==> src/rtl/spi_word_controller_if.sv <==
// Word-level SPI controller bus: host handshake, received word and the SPI pins.
interface spi_word_controller_if #(
    parameter int BITS = 64
);
    logic            start;
    logic [BITS-1:0] tx_word;
    logic            busy;
    logic            done;
    logic [BITS-1:0] rx_word;
    logic            SCK;
    logic            CS;
    logic            COPI;
    logic            CIPO;

    modport master (
        output start, tx_word, CIPO,
        input  busy, done, rx_word, SCK, CS, COPI
    );

    modport slave (
        input  start, tx_word, CIPO,
        output busy, done, rx_word, SCK, CS, COPI
    );
endinterface

==> src/rtl/spi_word_controller.sv <==
// Mode-0 SPI controller moving one BITS-wide word per CS window, bytes
// little-endian and bits MSB first; CIPO is resynchronised before sampling.
module spi_word_controller #(
    parameter int BITS   = 64,
    parameter int CLKDIV = 4
) (
    input logic                  clk,
    input logic                  resetn,
    spi_word_controller_if.slave bus
);
    localparam int BW = $clog2(BITS);
    localparam int CW = $clog2(CLKDIV);

    typedef enum logic [2:0] {IDLE, SETUP, HIGH, LOW, HOLD, GAP} state_t;

    state_t          state_q, state_d;
    logic [CW-1:0]   cnt_q, cnt_d;
    logic [BW-1:0]   bit_q, bit_d;
    logic [BITS-1:0] tx_q, tx_d;
    logic [BITS-1:0] rx_shift_q, rx_shift_d;
    logic [BITS-1:0] rx_word_q, rx_word_d;
    logic            cs_q, cs_d;
    logic            sck_q, sck_d;
    logic            copi_q, copi_d;
    logic            busy_q, busy_d;
    logic            done_q, done_d;
    logic            cipo_meta_q, cipo_sync_q;
    logic            last_tick;

    // Serial bit b lives at word index 8*(b/8) + 7 - (b%8).
    function automatic logic [BW-1:0] wire_order(input logic [BW-1:0] b);
        return {b[BW-1:3], ~b[2:0]};
    endfunction

    assign last_tick = (cnt_q == CW'(CLKDIV - 1));

    always_ff @(posedge clk) begin
        if (!resetn) begin
            state_q     <= IDLE;
            cnt_q       <= '0;
            bit_q       <= '0;
            tx_q        <= '0;
            rx_shift_q  <= '0;
            rx_word_q   <= '0;
            cs_q        <= 1'b1;
            sck_q       <= 1'b0;
            copi_q      <= 1'b0;
            busy_q      <= 1'b0;
            done_q      <= 1'b0;
            cipo_meta_q <= 1'b0;
            cipo_sync_q <= 1'b0;
        end else begin
            state_q     <= state_d;
            cnt_q       <= cnt_d;
            bit_q       <= bit_d;
            tx_q        <= tx_d;
            rx_shift_q  <= rx_shift_d;
            rx_word_q   <= rx_word_d;
            cs_q        <= cs_d;
            sck_q       <= sck_d;
            copi_q      <= copi_d;
            busy_q      <= busy_d;
            done_q      <= done_d;
            cipo_meta_q <= bus.CIPO;
            cipo_sync_q <= cipo_meta_q;
        end
    end

    always_comb begin
        state_d    = state_q;
        cnt_d      = (state_q == IDLE || last_tick) ? '0 : cnt_q + 1'b1;
        bit_d      = bit_q;
        tx_d       = tx_q;
        rx_shift_d = rx_shift_q;
        rx_word_d  = rx_word_q;
        cs_d       = cs_q;
        sck_d      = sck_q;
        copi_d     = copi_q;
        busy_d     = busy_q;
        done_d     = 1'b0;

        case (state_q)
            IDLE: begin
                if (bus.start) begin
                    state_d = SETUP;
                    tx_d    = bus.tx_word;
                    bit_d   = '0;
                    cs_d    = 1'b0;
                    busy_d  = 1'b1;
                    copi_d  = bus.tx_word[7];
                end
            end
            SETUP, LOW: begin
                if (last_tick) begin
                    state_d = HIGH;
                    sck_d   = 1'b1;
                end
            end
            HIGH: begin
                if (last_tick) begin
                    sck_d                         = 1'b0;
                    rx_shift_d[wire_order(bit_q)] = cipo_sync_q;
                    bit_d                         = bit_q + 1'b1;
                    // The last bit keeps COPI steady through HOLD.
                    if (bit_q == BW'(BITS - 1)) begin
                        state_d = HOLD;
                    end else begin
                        state_d = LOW;
                        copi_d  = tx_q[wire_order(bit_q + 1'b1)];
                    end
                end
            end
            HOLD: begin
                if (last_tick) begin
                    state_d   = GAP;
                    cs_d      = 1'b1;
                    copi_d    = 1'b0;
                    done_d    = 1'b1;
                    rx_word_d = rx_shift_q;
                end
            end
            GAP: begin
                if (last_tick) begin
                    state_d = IDLE;
                    busy_d  = 1'b0;
                end
            end
            default: state_d = IDLE;
        endcase
    end

    assign bus.busy    = busy_q;
    assign bus.done    = done_q;
    assign bus.rx_word = rx_word_q;
    assign bus.SCK     = sck_q;
    assign bus.CS      = cs_q;
    assign bus.COPI    = copi_q;
endmodule
==> src/flat_wrapper.sv <==
// flat-port wrapper written by rule: the top's interface ports become plain ports
module spi_word_controller_flat 
#(
    parameter int BITS   = 64,
    parameter int CLKDIV = 4
)
  (clk, resetn, bus_start, bus_tx_word, bus_CIPO, bus_busy, bus_done, bus_rx_word, bus_SCK, bus_CS, bus_COPI);
  spi_word_controller_if #(.BITS(BITS)) bus_i ();
  input logic clk;
  input logic resetn;
  input wire logic [$bits(bus_i.start)-1:0] bus_start;
  input wire logic [$bits(bus_i.tx_word)-1:0] bus_tx_word;
  input wire logic [$bits(bus_i.CIPO)-1:0] bus_CIPO;
  output wire logic [$bits(bus_i.busy)-1:0] bus_busy;
  output wire logic [$bits(bus_i.done)-1:0] bus_done;
  output wire logic [$bits(bus_i.rx_word)-1:0] bus_rx_word;
  output wire logic [$bits(bus_i.SCK)-1:0] bus_SCK;
  output wire logic [$bits(bus_i.CS)-1:0] bus_CS;
  output wire logic [$bits(bus_i.COPI)-1:0] bus_COPI;
  assign bus_i.start = bus_start;
  assign bus_i.tx_word = bus_tx_word;
  assign bus_i.CIPO = bus_CIPO;
  assign bus_busy = bus_i.busy;
  assign bus_done = bus_i.done;
  assign bus_rx_word = bus_i.rx_word;
  assign bus_SCK = bus_i.SCK;
  assign bus_CS = bus_i.CS;
  assign bus_COPI = bus_i.COPI;
  spi_word_controller #(.BITS(BITS), .CLKDIV(CLKDIV)) u_core (.clk(clk), .resetn(resetn), .bus(bus_i));
endmodule
==> config.mk <==
export PLATFORM = sky130hd
export DESIGN_NAME = spi_word_controller_flat
export DESIGN_NICKNAME = d
export VERILOG_FILES = /design/src/rtl/spi_word_controller_if.sv /design/src/rtl/spi_word_controller.sv /design/src/flat_wrapper.sv
export SDC_FILE = /design/constraint.sdc
export NUM_CORES = 1
export LEC_CHECK = 0
export CORE_MARGIN = 5
export CORE_UTILIZATION = 40
export CTS_BUF_LIST = sky130_fd_sc_hd__clkbuf_8
export DETAILED_ROUTE_END_ITERATION = 10
export GPL_TIMING_DRIVEN = 0
export HOLD_SLACK_MARGIN = 0.05
export PLACE_DENSITY_LB_ADDON = 0.1
export SETUP_SLACK_MARGIN = 0.3
export SLEW_MARGIN = 20
export SYNTH_ARGS = -nofsm -noshare
export SYNTH_HDL_FRONTEND = slang
export SYNTH_SLANG_ARGS = --single-unit
==> constraint.sdc <==
create_clock -name clk -period 2.6 [get_ports clk]
set_clock_uncertainty 0.2 [all_clocks]
set_input_delay 0.26 -clock clk [delete_from_list [all_inputs] [get_ports clk]]
set_output_delay 0.26 -clock clk [all_outputs]
set_load 0.01 [all_outputs]
# Word-level counts from Yosys, hierarchy flattened
# Index checks and enable logic that the tools add are counted.
# classes
n_addsub	2
n_mux	27
magnitude_cmp	3
n_shift	0
eq_ne	13
multipliers	0
n_bitwise	3
reduce_logical	20
div_mod_pow	0
# op_table
cell	n
$bwmux 64	1
$mux 3	6
$pmux 3 s5	1
$lt 6x7->1 const B	2
$mux 6	2
$pmux 6 s2	1
$reduce_and 3->1	4
$mux 1	10
$reduce_and 5->1	2
$ne 2x1->1 const B	4
$reduce_and 2->1	4
$reduce_bool 2->1	4
$add 6x1->6 const B	1
$bmux 1 s6	1
$demux 1 s6	1
$eq 3x2->1 const B	2
$eq 3x3->1 const B	2
$eq 6x6->1 const B	1
$ge 6x1->1 const B	1
$not 3->3	2
$pmux 1 s2	3
$ne 2x2->1 const B	2
$reduce_or 2->1	2
$eq 3x1->1 const B	1
8 further kinds	8
# totals
ramBits	0
mem_count	0
rom_bits	0
inputBits	68
ff_bits	210
latchBits	0
word_cells	81
output_inout_bits	69

# Longest topological paths before layout
# logic_depth
word_depth	7
ltp_mapped	9
depth_no_buf	7

# Worst setup path before layout
# OpenSTA, ideal clock, no wires.
# synth_path
kind	reg-to-reg
startpoint	reg u_core.bit_q[1]
endpoint	reg u_core.copi_q (netlist: u_core.bus.COPI)
stages_incl_launch_ff	8
setup_slack_ns	-0.095
path_buffers	1
required_time_ns	2.265
synth_period_minus_slack_ns	2.695
arrival_time_ns	2.360
setup_time_ns	0.135
path_cell_list	dfxtp_1 -> ha_1 -> buf_2 -> xnor2_2 -> mux4_2 -> mux2_2 -> a2111oi_0 -> o211ai_1
# synth_via
elab_chain_cells	7
word_cells_on_any_way	10
classes_between	add/sub: 1; eq/ne: 2; mux: 5; bitwise: 1; reduce/logical: 1
# synth_lines
item	line	text
from (decl)	spi_word_controller.sv:18	logic [BW-1:0] bit_q, bit_d;
from (signal assigned)	spi_word_controller.sv:55	bit_q <= bit_d;
$add 6x1->6	spi_word_controller.sv:109	copi_d = tx_q[wire_order(bit_q + 1'b1)];
$not 3->3	spi_word_controller.sv:32	return {b[BW-1:3], ~b[2:0]};
$bmux 1 s6	spi_word_controller.sv:109	
$mux 1 (implied by the code)	spi_word_controller.sv:109	
$mux 1	spi_word_controller.sv:105	if (bit_q == BW'(BITS - 1)) begin
$mux 1	spi_word_controller.sv:100	if (last_tick) begin
$pmux 1 s3	spi_word_controller.sv:82	case (state_q)
to (signal assigned)	spi_word_controller.sv:61	copi_q <= copi_d;
to (decl)	spi_word_controller.sv:24	logic copi_q, copi_d;
# Parallel ways exist; a longest one is shown, timed or not. The select of a mux whose other input is x is not followed.
# A chain may end at the register's enable or synchronous reset.

# Worst setup path after layout
# Ends and elaborated chain as after synthesis.

==> impl_metrics.ini <==
[placement]
dp.cells = 1483
port-buffer-count = 135
place_hpwl_um = 17330
placed_cell_area_sq_mm = 0.01075
gp_congestion = 0.8746

[timing]
fmax_mhz = 399.2
slew_violations = 0
setup_viol = 0
worst_pin_slew_ns = 0.7252
hold_viol_final = 0
finalCritPeriodShare_pct = 96.35
maxSlewHeadroom_pct = 51.66
rsz0062_at_grt = true
finalCriticalPeriod_ns = 2.505

[synth]
synth_compound_area_share_pct = 19.42
netlist_instances = 1068
synth_area_sq_mm = 0.008989
synth.area.mux_share_pct = 6.027
synth_warnings = 0
synth_fp_nets = 1138
yosys_register_bits = 210
synthAdderAreaFrac_pct = 0.2784
synth_edf_count = 0
synth-simple-area-share_pct = 22.90
synth_seq_area_share_pct = 46.77
ys_async_sr_fraction_pct = 0
synth_top_family_by_area = simple AND/OR/NAND/NOR gates
syn_area_per_cell_sq_um = 8.416
yosysUniqueCellTypes = 49
ys.flop_type = dfxtp_1
synth-xor-area-share_pct = 0.6682

[layout]
postLayoutCellArea_sq_mm = 0.01169
diodes = 0
instances_no_fill = 1551
drive_above_1_share_pct = 11.09
nets = 1319
fillers = 2158
synthToLayoutAreaGrowth_pct = 30.01

[routing]
drc = 0
vias = 7748
firstDrtPassIters = 5
drt_iter0_drc = 327
finalWirelength_um = 24430
ant_nets = 0
viasPerCell = 4.995
avgRoutedWirePerCell_um = 15.75

[grt]
grt_first_pass_wirelength_um = 39790
overflow = 0
grtUsageTotal_pct = 18.82
grt_max_degree = 11
antenna_found_initial = 0
grt_pass1_vias = 7730

[power]
p_per_area_mw_per_mm2 = 570.1
peakVddDrop_mv = 0.3254
leakagePower_nw = 4.085

[critical_path]
r2r_setup_slack_ns = 0.09
worst-endpoint-arrival_ns = 2.70
critical_path_buf_inv_count = 2
worstSetupPathType = reg2reg
required_ns = 2.79
crit_path_end_kind = flop
critical_path_depth = 8
r2r-start = u_core.bit_q[1]
slowest_delay_ns = 0.50
r2r_end = u_core.bus.COPI
cp_max_fo = 5
crit_slowest_cell = mux4_2
critPathTopFamily = multiplexers
r2r_cells = 8
critPathLaunchType = flop
crit_path_cell_trace = ha_4 > buf_8 > xnor2_4 > buf_12 > mux4_2 > mux2_4 > a2111oi_4 > o211ai_1

[hold_path]
hold_path.startpoint = bus_tx_word[24]
holdPathEnd = u_core.tx_q[24]
hold_class = in2reg
min_path_cells = 3

[floorplan]
core_area_sq_mm = 0.02196
floorplan.initialDensity_pct = 40.93
die-width_um = 159.9
placementRows = 54
die_h_um = 159.9
io_pins = 137
die_area_sq_mm = 0.02557

[clocking]
clockRootBuffer = clkbuf_8
clkLatencyLatePin_ns = 0.51
clockBufferDepth = 3
cts.htree.levels = 2
clk_pin_slew_worst_paths_ns = 0.06
cts_buffers = 37
cts_tree = built
clock-sinks = 210

[outcome]
status = finished, final reports clean

[flow_run]
cap_viol_max_count = 0
cell usage after synthesis, types with 2 or more instances:
cell      number  area, sq um
nand3b_1       4        30.03
xor2_1         4        35.03
buf_2          4        20.02
nor3_1         4        20.02
buf_1          8        30.03
a21boi_0     135         1013
nand4_1       26        162.7
a21boi_1      45        337.8
a22oi_1        5        37.54
mux2i_1       17        170.2
and3b_1        2        17.52
nor3b_1        2        15.01
nor2_1        29        108.9
ha_1           2        25.02
nor2b_1       21        131.4
clkbuf_1      78        292.8
a32oi_1        2        17.52
nand3_1       30        150.1
o211ai_1       2        15.01
a21oi_1        9        45.04
o21ai_0       37        185.2
nand2_1      337         1265
and2_1         9        56.30
and3_1         2        12.51
inv_1          3        11.26
dfxtp_1      210         4204
nand2b_1       4        25.02
mux4_2        16        360.4
sequential cells by signal, summed over array words and instances, names as in the netlist:
| signal | count |
|---|---|
| u_core.bus.busy | 1 |
| u_core.cipo_sync_q | 1 |
| u_core.cipo_meta_q | 1 |
| u_core.cnt_q | 2 |
| u_core.bus.rx_word | 64 |
| u_core.bus.SCK | 1 |
| u_core.bus.COPI | 1 |
| u_core.state_q | 3 |
| u_core.bit_q | 6 |
| u_core.bus.CS | 1 |
| u_core.tx_q | 64 |
| u_core.bus.done | 1 |
| u_core.rx_shift_q | 64 |
layer usage:
layer | GRT usage [%] | up-vias | share of wire, %
li1 | - | 3986 | -
met1 | 24.27 | 3530 | 46
met2 | 32.20 | 192 | 47
met3 | 3.789 | 40 | 5.4
met4 | 5.319 | 0 | 2.0
met5 | 0 | - | 0
area by class of cell:
cell class | count | area (sq um) | share of cell area, %
Inverter | 3 | 11.26 | 0.09636
Tap cell | 280 | 350.3 | 2.998
Multi-Input combinational cell | 765 | 4571 | 39.11
Timing Repair Buffer | 143 | 1426 | 12.21
Clock buffer | 45 | 619.3 | 5.300
Clock inverter | 16 | 63.81 | 0.5460
Sequential cell | 210 | 4212 | 36.04
Buffer | 89 | 432.9 | 3.704
kinds of logic (layout without fill, tap and decap cells):
kind of cell,Yosys count,in the layout
adder cells (fa/ha/maj),2,2
AO/OA/AOI/OAI,246,246
AND/OR/NAND/NOR,477,477
flip-flops,210,210
multiplexers,34,34
XOR/XNOR,6,6
buffers and inverters,93,296
through the flow:
| stage | hold slack [ns] | setup TNS [ns] | total power [mW] | setup WS [ns] | utilization [%] |
|---|---|---|---|---|---|
| 5_1_grt | 0.09472 | 0 | 6.962 | 0.01835 | 53.22 |
| 3_3_place_gp | 0.2201 | -30.86 | 3.874 | -0.5471 | 48.95 |
| 3_5_place_dp | 0.2239 | -33.44 | 3.881 | -0.6213 | 48.95 |
| 4_1_cts | 0.07338 | 0 | 6.740 | 0.1153 | 52.91 |
| 2_1_floorplan | 0.1873 | 0 | 3.669 | 0.1736 | - |
| 6_report | 0.09974 | 0 | 6.662 | 0.09490 | 53.22 |
layout by cell type, fill, tap and decap left out, types with 17 or more instances in the layout:
cell type	count
o21ai_0	36
nand3_1	30
clkbuf_2	32
mux2i_1	17
nand4_1	26
a21boi_0	135
dfxtp_1	208
nand2_1	336
clkbuf_1	36
a21boi_1	45
nor2_1	25
clkdlybuf4s50_1	135
nor2b_1	20
clkbuf_8	45
power breakdown:
group	internal [mW]	switching (mW)	leakage (nW)
registers	3.30	0.0406	1.70
logic	0.246	0.235	1.98
clock network	1.55	1.29	0.405
total	5.09	1.57	4.08
worst max path at each step:
stage	from	end	slack, ns
after floorplan	u_core.bit_q[1]	u_core.bus.COPI	0.17
after global placement	u_core.cnt_q[0]	u_core.bus.rx_word[21]	-0.55
after detailed placement	u_core.cnt_q[0]	u_core.bus.rx_word[41]	-0.62
after CTS	u_core.bit_q[1]	u_core.bus.COPI	0.12
after global routing	u_core.bit_q[1]	u_core.bus.COPI	0.02
final	u_core.bit_q[1]	u_core.bus.COPI	0.09
worst reg2reg max path, stage by stage, from the launching register on:
cell       delay [ns]
dfxtp_4          0.35
ha_4             0.15
buf_8            0.12
xnor2_4          0.15
buf_12           0.14
mux4_2           0.50
mux2_4           0.30
a2111oi_4        0.33
o211ai_1         0.13
repair_timing:
item                                    4_1_cts  5_1_grt
hold buffers                                  1        0
endpoints found under the setup margin      183      185
pin swaps                                     1        2
buffers inserted                              6        1
resized for setup                            53       47
gates cloned                                  0        0
endpoints found under the hold margin        15        0
Power figures use the tool's default switching activity.
==> patch (same flow settings) <==
`CLKDIV` is set to 4 in 2 places; all go to 8.
--- a/src/rtl/spi_word_controller.sv
+++ b/src/rtl/spi_word_controller.sv
@@ -2,7 +2,7 @@
 // little-endian and bits MSB first; CIPO is resynchronised before sampling.
 module spi_word_controller #(
     parameter int BITS   = 64,
-    parameter int CLKDIV = 4
+    parameter int CLKDIV = 8
 ) (
     input logic                  clk,
     input logic                  resetn,
--- a/src/flat_wrapper.sv
+++ b/src/flat_wrapper.sv
@@ -2,7 +2,7 @@
 module spi_word_controller_flat 
 #(
     parameter int BITS   = 64,
-    parameter int CLKDIV = 4
+    parameter int CLKDIV = 8
 )
   (clk, resetn, bus_start, bus_tx_word, bus_CIPO, bus_busy, bus_done, bus_rx_word, bus_SCK, bus_CS, bus_COPI);
   spi_word_controller_if #(.BITS(BITS)) bus_i ();
Check against the original RTL: not equivalent (Yosys sat finds a counterexample within 10 cycles, from zero or initial values and one cycle with resetn low).
==> patch against the original RTL <==
Maximum frequency up 4.7%. Worst hold slack worse by 0.017 ns. Setup slack better by 0.11 ns. Cell area up 2.2%. Wire length up 3.9%. Global-route usage up 0.44 points. Critical path depth unchanged. Sequential cell count up 1. Total power up 1.8%. Synthesized area up 1.2%. Critical path type unchanged.
==> patch: results (changes against the original RTL) <==
register area share after synthesis = 46.5% (-0.31 points)
data arrival time of the worst path = 2.60 ns (-0.10 ns)
maximum vdd drop = 325 µV (about the same)
Layout Nets = 1329 (+0.76%)
met3 usage = 3.75% (-0.042 points)
grt met2 use = 32.8% (+0.65 points)
crit-path max FO = 4 (-1)
Hold Path End = u_core.tx_q[53]
hold path startpoint = bus_tx_word[53]
synthesized instance count = 1069 (+0.094%)
vias in the first global route = 7815 (+1.1%)
Cell Area, Placed = 0.0108 mm² (+0.94%)
first-pass GRT wire length = 40500 µm (+1.7%)
Vias/cell = 5.04 (+0.97%)
Placed Instances = 1492 (+0.61%)
FILL cells = 2174 (+0.74%)
FF-to-FF setup slack = 0.21 ns (+0.11 ns)
Total GRT Usage = 19.3% (+0.44 points)
LEAKAGE = 4.26 nW (+4.2%)
Synth cell types = 50 (+2.0%)
sw power = 0.00161 W (+2.4%)
outcome = completed
RR Startpoint = u_core.bit_q[0]
Final Wtd Congestion = 0.814 (-6.9%)
met1 GRT Util = 24.6% (+0.33 points)
Slew @ Worst Pin = 0.652 ns (-0.0729 ns)
initial DRC count = 506 (+55%)
most common library cells after synthesis = nand2_1 (332), dfxtp_1 (211), a21boi_0 (171)
-- patch: changes by cell type in the layout (fill, tap and decap cells not counted), moves of 4 or more --
| cell | change |
|---|---|
| a21boi_0 | +25 |
| a21boi_1 | -34 |
| buf_2 | -9 |
| buf_4 | +16 |
| buf_6 | +5 |
| clkbuf_2 | -11 |
| mux2i_1 | +11 |
| nand2_1 | -9 |
| nand3_1 | -17 |
| nor2b_1 | +13 |
| xor2_1 | -4 |
-- patch: critical path, cell delays in order (launching register included) --
cell	delay [ns]
dfxtp_1	0.31
ha_2	0.18
buf_6	0.13
xnor2_4	0.22
mux4_2	0.54
mux2_4	0.30
o2bb2ai_1	0.12
o211ai_1	0.16
o211ai_1	0.10
-- patch: timing repair --
item | in CTS | in global routing
pin swaps | 5 | 6
endpoints found under the hold margin | 8 | 0
setup endpoints to repair | 193 | 162
gates resized for setup | 48 | 83
hold buffers | 1 | 0
setup buffers | 9 | 2
-- patch: layout make-up --
class / count / area share, %
sequential: 211 / 35.4
buffer: 84 / 3.83
clock buffer: 47 / 5.42
timing repair buffer: 150 / 12.4
multi-input combinational: 770 / 39.2
tap: 285 / 2.99
clock inverter: 18 / 0.618
inverter: 4 / 0.126
-- patch: logic make-up (layout without fill, tap and decap cells) --
group	count (synthesis)	in the layout	synth area share, %
buf+inv	88	303	3.94
flops	211	211	46.5
simple gates	476	476	23.0
mux	44	44	6.80
compound gates	244	244	18.8
xor+xnor	3	3	0.578
fa+ha+maj	3	3	0.413
-- patch: through the flow --
stage | worst slack (ns) | hold slack, ns
after global routing | 0.105 | 0.0785
after global placement | -0.369 | 0.212
after detailed placement | -0.275 | 0.217
final | 0.206 | 0.0826
after CTS | 0.194 | 0.0562
after floorplan | 0.246 | 0.187
-- patch: worst max path at each step --
stage	from	to	slack, ns
after floorplan	u_core.bit_q[0]	u_core.bus.COPI	0.25
after global routing	u_core.bit_q[0]	u_core.bus.COPI	0.10
after detailed placement	bus_start	u_core.bit_q[2]	-0.28
after CTS	u_core.bit_q[0]	u_core.bus.COPI	0.19
final	u_core.bit_q[0]	u_core.bus.COPI	0.21
after global placement	u_core.bit_q[1]	u_core.rx_shift_q[13]	-0.37
-- patch: per-layer routing --
metal  routed length [µm]  vias up  part of all wire, %
met3                 1340       46                  5.3
met2                12300      208                   48
met5                    0        -                    0
met1                11200     3646                   44
li1                     -     4014                    -
met4                  565        0                  2.2
-- patch: power groups by stage --
stage,Clock [W],Combinational (W),Sequential [W]
finish,0.00295,0.000474,0.00335
global route,0.00318,0.000523,0.00336
CTS,0.00303,0.000476,0.00335
detailed placement,0,0.000461,0.00342
global placement,0,0.000458,0.00342
floorplan,0,0.000256,0.00341
